**src/rtl/mc_axi_if_pkg.sv**
```systemverilog
// Shared types and constants for the MC AXI slave: burst/response encodings,
// the write-path state enum and the per-beat MC write command layout.
package mc_axi_if_pkg;

    localparam int MC_ADDR_W = 64;
    localparam int MC_DATA_W = 512;
    localparam int MC_ID_W   = 8;

    localparam int          MC_LINE_BYTES = 64;
    localparam logic [2:0]  MC_LINE_SIZE  = 3'd6;

    localparam logic [1:0] BURST_FIXED = 2'b00;
    localparam logic [1:0] BURST_INCR  = 2'b01;
    localparam logic [1:0] BURST_WRAP  = 2'b10;
    localparam logic [1:0] BURST_RSVD  = 2'b11;

    localparam logic [1:0] RESP_OKAY   = 2'b00;
    localparam logic [1:0] RESP_SLVERR = 2'b10;

    typedef enum logic [1:0] {
        IDLE,
        BURST,
        RESP
    } wr_state_t;

    typedef struct packed {
        logic [MC_ADDR_W-1:0]   addr;
        logic [MC_DATA_W-1:0]   data;
        logic [MC_DATA_W/8-1:0] be;
        logic [MC_ID_W-1:0]     id;
        logic                   last;
    } mc_wr_cmd_t;

    // WRAP bursts are only legal with 2, 4, 8 or 16 beats.
    function automatic logic wrap_len_ok(input logic [7:0] len);
        return (len == 8'd1) || (len == 8'd3) || (len == 8'd7) || (len == 8'd15);
    endfunction

endpackage

```
**src/rtl/mc_axi_addr_step.sv**
```systemverilog
// Next-beat line address for FIXED/INCR/WRAP bursts of 64-byte beats.
module mc_axi_addr_step
    import mc_axi_if_pkg::*;
#(
    parameter int ADDR_W = 64
) (
    input  logic [ADDR_W-1:0] cur_addr,
    input  logic [1:0]        burst,
    input  logic [7:0]        len,
    output logic [ADDR_W-1:0] next_addr
);

    logic [ADDR_W-1:0] incr_addr;
    logic [ADDR_W-1:0] wrap_mask;

    always_comb begin
        incr_addr = cur_addr + ADDR_W'(MC_LINE_BYTES);
        // Wrap window spans (len+1) lines; only the low bits inside it move.
        wrap_mask = ((ADDR_W'(len) + ADDR_W'(1)) << MC_LINE_SIZE) - ADDR_W'(1);
        next_addr = cur_addr;
        case (burst)
            BURST_FIXED: next_addr = cur_addr;
            BURST_INCR:  next_addr = incr_addr;
            BURST_WRAP:  next_addr = (cur_addr & ~wrap_mask) | (incr_addr & wrap_mask);
            default:     next_addr = cur_addr;
        endcase
    end

endmodule

```
**src/rtl/mc_axi_wr_beat_gen.sv**
```systemverilog
// AXI4 write-burst front end: accepts one AW/W burst, forwards each beat as a
// 64-byte MC write command with no data buffering, then returns B.
module mc_axi_wr_beat_gen
    import mc_axi_if_pkg::*;
#(
    parameter int ADDR_W         = 64,
    parameter int DATA_W         = 512,
    parameter int ID_W           = 8,
    parameter int SKIP_ZERO_STRB = 1
) (
    input  logic                clk,
    input  logic                reset_n,
    input  logic                awvalid,
    output logic                awready,
    input  logic [ID_W-1:0]     awid,
    input  logic [ADDR_W-1:0]   awaddr,
    input  logic [7:0]          awlen,
    input  logic [2:0]          awsize,
    input  logic [1:0]          awburst,
    input  logic                wvalid,
    output logic                wready,
    input  logic [DATA_W-1:0]   wdata,
    input  logic [DATA_W/8-1:0] wstrb,
    input  logic                wlast,
    output logic                mc_wr_valid,
    input  logic                mc_wr_ready,
    output logic [ADDR_W-1:0]   mc_wr_addr,
    output logic [DATA_W-1:0]   mc_wr_data,
    output logic [DATA_W/8-1:0] mc_wr_be,
    output logic [ID_W-1:0]     mc_wr_id,
    output logic                mc_wr_last,
    output logic                bvalid,
    input  logic                bready,
    output logic [ID_W-1:0]     bid,
    output logic [1:0]          bresp
);

    wr_state_t          state_reg, state_next;
    logic [ID_W-1:0]    id_reg;
    logic [ADDR_W-1:0]  addr_reg, addr_next;
    logic [7:0]         len_reg;
    logic [1:0]         burst_reg;
    logic [7:0]         beat_cnt_reg;
    logic               err_reg;

    logic aw_err;
    logic fwd;
    logic aw_hs;
    logic w_hs;

    mc_axi_addr_step #(
        .ADDR_W (ADDR_W)
    ) u_addr_step (
        .cur_addr  (addr_reg),
        .burst     (burst_reg),
        .len       (len_reg),
        .next_addr (addr_next)
    );

    always_comb begin
        aw_err = (awsize != MC_LINE_SIZE) || (awburst == BURST_RSVD) || (awaddr[5:0] != 6'd0) ||
                 ((awburst == BURST_WRAP) && !wrap_len_ok(awlen));
        fwd = !err_reg && (beat_cnt_reg <= len_reg) && !((SKIP_ZERO_STRB != 0) && (wstrb == '0));
    end

    always_ff @(posedge clk or negedge reset_n) begin
        if (!reset_n) begin
            state_reg <= IDLE;
        end else begin
            state_reg <= state_next;
        end
    end

    always_comb begin
        state_next  = state_reg;
        awready     = 1'b0;
        wready      = 1'b0;
        mc_wr_valid = 1'b0;
        mc_wr_last  = 1'b0;
        bvalid      = 1'b0;
        bid         = '0;
        bresp       = RESP_OKAY;
        aw_hs       = 1'b0;
        w_hs        = 1'b0;
        case (state_reg)
            IDLE: begin
                awready = 1'b1;
                aw_hs   = awvalid;
                if (awvalid) state_next = BURST;
            end
            BURST: begin
                // Non-forwarded beats drain regardless of MC backpressure.
                wready      = fwd ? mc_wr_ready : 1'b1;
                mc_wr_valid = wvalid && fwd;
                mc_wr_last  = wlast && fwd;
                w_hs        = wvalid && wready;
                if (w_hs && wlast) state_next = RESP;
            end
            RESP: begin
                bvalid = 1'b1;
                bid    = id_reg;
                bresp  = err_reg ? RESP_SLVERR : RESP_OKAY;
                if (bready) state_next = IDLE;
            end
            default: state_next = IDLE;
        endcase
    end

    assign mc_wr_addr = addr_reg;
    assign mc_wr_data = wdata;
    assign mc_wr_be   = wstrb;
    assign mc_wr_id   = id_reg;

    always_ff @(posedge clk or negedge reset_n) begin
        if (!reset_n) begin
            id_reg       <= '0;
            addr_reg     <= '0;
            len_reg      <= '0;
            burst_reg    <= '0;
            beat_cnt_reg <= '0;
            err_reg      <= 1'b0;
        end else if (aw_hs) begin
            id_reg       <= awid;
            addr_reg     <= awaddr;
            len_reg      <= awlen;
            burst_reg    <= awburst;
            beat_cnt_reg <= '0;
            err_reg      <= aw_err;
        end else if (w_hs) begin
            beat_cnt_reg <= (beat_cnt_reg == 8'hFF) ? 8'hFF : beat_cnt_reg + 8'd1;
            addr_reg     <= addr_next;
            // Early or late wlast both end the burst with SLVERR.
            if (wlast && (beat_cnt_reg != len_reg)) err_reg <= 1'b1;
        end
    end

endmodule

```
**config.mk**
```make
export PLATFORM = sky130hd
export DESIGN_NAME = mc_axi_wr_beat_gen
export DESIGN_NICKNAME = d
export VERILOG_FILES = /design/src/rtl/mc_axi_if_pkg.sv /design/src/rtl/mc_axi_addr_step.sv /design/src/rtl/mc_axi_wr_beat_gen.sv
export SDC_FILE = /design/constraint.sdc
export NUM_CORES = 1
export LEC_CHECK = 0
export BUFFER_PORTS_ARGS = -buffer_cell sky130_fd_sc_hd__buf_2
export CORE_AREA = 2 2 522 524
export CTS_CLUSTER_DIAMETER = 120
export DETAILED_ROUTE_END_ITERATION = 7
export DIE_AREA = 0 0 524 526
export SYNTH_ARGS = -nofsm -noshare
export SYNTH_HDL_FRONTEND = slang
export SYNTH_SLANG_ARGS = --single-unit
```
**constraint.sdc**
```tcl
create_clock -name clk -period 7 [get_ports clk]
set_input_delay 0.35 -clock clk [delete_from_list [all_inputs] [get_ports clk]]
set_output_delay 0.35 -clock clk [all_outputs]
set_load 0.02 [all_outputs]
```
==> impl_metrics.yaml <==
detailed_routing:
  wire_per_inst_um: 42.0
  met2_length_um: 73500
  drt_iter0_markers: 562
  vias: 7771
  drtPass1Iterations: 5
  route.met3.wl_um: 88600
  wl_met1_um: 17500
  highest_layer: "met5"
  routed_wl_um: 191000
  drc: 0
  ant_nets: 0
  via_per_inst: 1.71
synthesis:
  synth-seq-area-share: 0.234
  dominantRegCellSynth: "dfrtp_1"
  synth_seq_cells: 93
  yosysMostFrequentCell: "buf_4"
  synth_common_cells: "buf_4, nand2_1, dfrtp_1"
  synthMuxAreaShare: 0.00302
  ys_types: 52
  synth_top_family_by_area: "buffers and inverters"
  syn_area_um2: 9960
  synth_compound_gate_area_share: 0.0598
  yosysTopAreaCellShare: 0.435
  yosys-top-cells-area: "buf_4, dfrtp_1, nand2_1"
  async_reset_ff_frac: 1.00
  synth_xor_area_frac: 0.0563
  yosysTopAreaCell: "buf_4"
  synth_nets: 1910
  syn_avg_cell_area_um2: 8.10
  synth-adder-area-share: 0.0151
  synth-edff-count: 0
  synth-simple-area-share: 0.180
  synthCells: 1230
  ys_warn_count: 0
placement:
  routabilityCongestion: 0.916
  hpwlAfterDp_um: 184000
  numPortBuffers: 305
  dp_slack_ns: 3.35
die:
  die_h_um: 526
  start_util: 0.0369
  rows: 191
  core-area_um2: 270000
  die_area_um2: 276000
  die_w_um: 524
  io_pins: 1331
critical_path:
  crit_required_ns: 7.25
  setup.worst_path.class: "reg -> reg"
  crit_path_end_kind: "register"
  rrSetupSlack_ns: 3.53
  critPathArrivalTime_ns: 3.72
  reg2regPathDepth: 13
  crit_fanout: 11
  startpoint_type: "register"
  rr_startpoint: "len_reg[3]$_DFFE_PN0P_"
sta:
  finalSetupViolCount: 0
  drv_slew: 0
  skew_ns: 0.0120
  fin_crit_sh: 0.495
  layout_min_cycle_time_ns: 3.47
  slew_headroom: 0.381
  max_freq_ghz: 0.288
  finalHoldViolations: 0
  fin_ws_ns: 3.53
  rsz0062_at_grt: "no"
  worst_slew_pin_slew_ns: 0.928
  fin_tns_setup_ns: 0
final_layout:
  nNetsFinal: 1638
  fillers: 31900
  drive_gt1_frac: 0.370
  area_growth_syn_to_layout_pct: 21.0
  fin_util: 0.0447
flow_run:
  maxCapViolations: 0
clock_network:
  postCtsSetupBuffers: 0
  insertion_delay_ns: 0.40
  cts_root_buf: "clkbuf_16"
  cts_made_buffers: 9
  clk_pin_slew_worst_paths_ns: 0.09
  clock-sinks: 93
  clk_path_buf_depth: 2
  cts_tree: "built"
  cts_resized: 0
  htreeDepth: 3
  hold_buffers: 1
global_route:
  grt_pass1_wl_um: 207000
  grt_max_degree: 87
  grt_usage: 0.133
  antenna_found_initial: 39
  grt_pass1_vias: 7108
  grt-ovfl-total: 0
hold_path:
  hold-path-cell-count: 3
  min_to: "mc_wr_id[2]$_DFFE_PN0P_"
  min_path_type: "in -> reg"
  worstHoldStart: "awid[2]"
pwr:
  power_density_nw_per_um2: 283
  ir_worst_vdd_v: 0.000110
  p_leak_uw: 0.00371
status:
  status: "finished clean"
critical path: stages (launching register included):
cell,delay (ns)
dfrtp_1,0.43
inv_1,0.10
ha_1,0.34
nand4_1,0.12
nor2_1,0.08
a211oi_1,0.35
buf_4,0.21
nor4_4,0.04
buf_4,0.24
or2_1,0.44
buf_4,0.28
a2111oi_4,0.37
xnor2_1,0.15
a21oi_1,0.08
layout make-up:
type / instances / area (um^2) / area share
clock buffer: 10 / 229 / 0.0190
inverter: 12 / 45.0 / 0.00374
sequential: 93 / 2330 / 0.193
timing repair buffer: 322 / 1660 / 0.138
multi-input combinational: 520 / 3160 / 0.263
tap: 3570 / 4470 / 0.371
antenna: 16 / 40.0 / 0.00332
clock inverter: 6 / 118 / 0.00976
cell families after synthesis:
family / Yosys count
buffers and inverters: 617
and+or+nand+nor: 339
AOI/OAI and AO/OA: 101
DFF: 93
xor gates and xnor gates: 64
adders and majority gates: 12
muxes: 3
other: 1
per-stage QoR:
step                instances  instance area (um^2)  hold WS, ns  power (uW)
detailed placement       4516                 11700        0.442        2840
floorplan                1230                  9960       0.0544        2400
CTS                      4533                 12000       0.0951        3520
global route             4546                 12000        0.116        3650
finish                   4549                 12000        0.136        3410
global placement         4516                 11700        0.440        2840
worst max path at each step:
stage | from | endpoint | slack, ns | cells after the start
global placement | wstrb[25] | register | 3.40 | 12
detailed placement | wstrb[25] | register | 3.35 | 12
finish | len_reg[3]$_DFFE_PN0P_ | register | 3.53 | 13
floorplan | len_reg[0]$_DFFE_PN0P_ | register | 4.29 | 9
CTS | register | register | 3.34 | 8
global route | len_reg[3]$_DFFE_PN0P_ | register | 3.33 | 13
report_power, final:
group | internal [uW] | switching [uW]
clock | 355 | 294
combinational | 525 | 1120
sequential | 789 | 336
total | 1670 | 1750
placed cells by master (no fill, tap or decap), types with 3 or more instances in the layout:
master / netlist / final
diode_2: 0 / 16
a31oi_1: 8 / 7
nand2_1: 134 / 133
a211oi_1: 5 / 5
clkbuf_16: 0 / 9
bufinv_16: 0 / 3
or3_1: 4 / 4
nor2_1: 29 / 29
o21ai_0: 55 / 55
nor4_1: 19 / 18
nor3_1: 17 / 16
xnor2_1: 32 / 32
and2_1: 15 / 14
and3_1: 28 / 28
buf_2: 1 / 304
inv_1: 12 / 12
nor4b_1: 3 / 3
nand4_1: 23 / 23
nor4_2: 8 / 8
nand4b_1: 4 / 4
ha_1: 12 / 12
a21oi_1: 16 / 16
xor2_1: 32 / 32
o21ai_1: 5 / 5
buf_4: 577 / 17
mux2i_1: 3 / 3
and4_1: 7 / 7
nand3_1: 31 / 31
nor2b_1: 4 / 4
dfrtp_1: 93 / 93
routing by layer:
| metal | vias to the layer above | global-route usage |
|---|---|---|
| li1 | 2944 | - |
| met1 | 3248 | 0.0348 |
| met2 | 1137 | 0.181 |
| met3 | 398 | 0.289 |
| met4 | 44 | 0.0686 |
| met5 | - | 0 |
No activity file was read; power rests on OpenSTA's default activity.
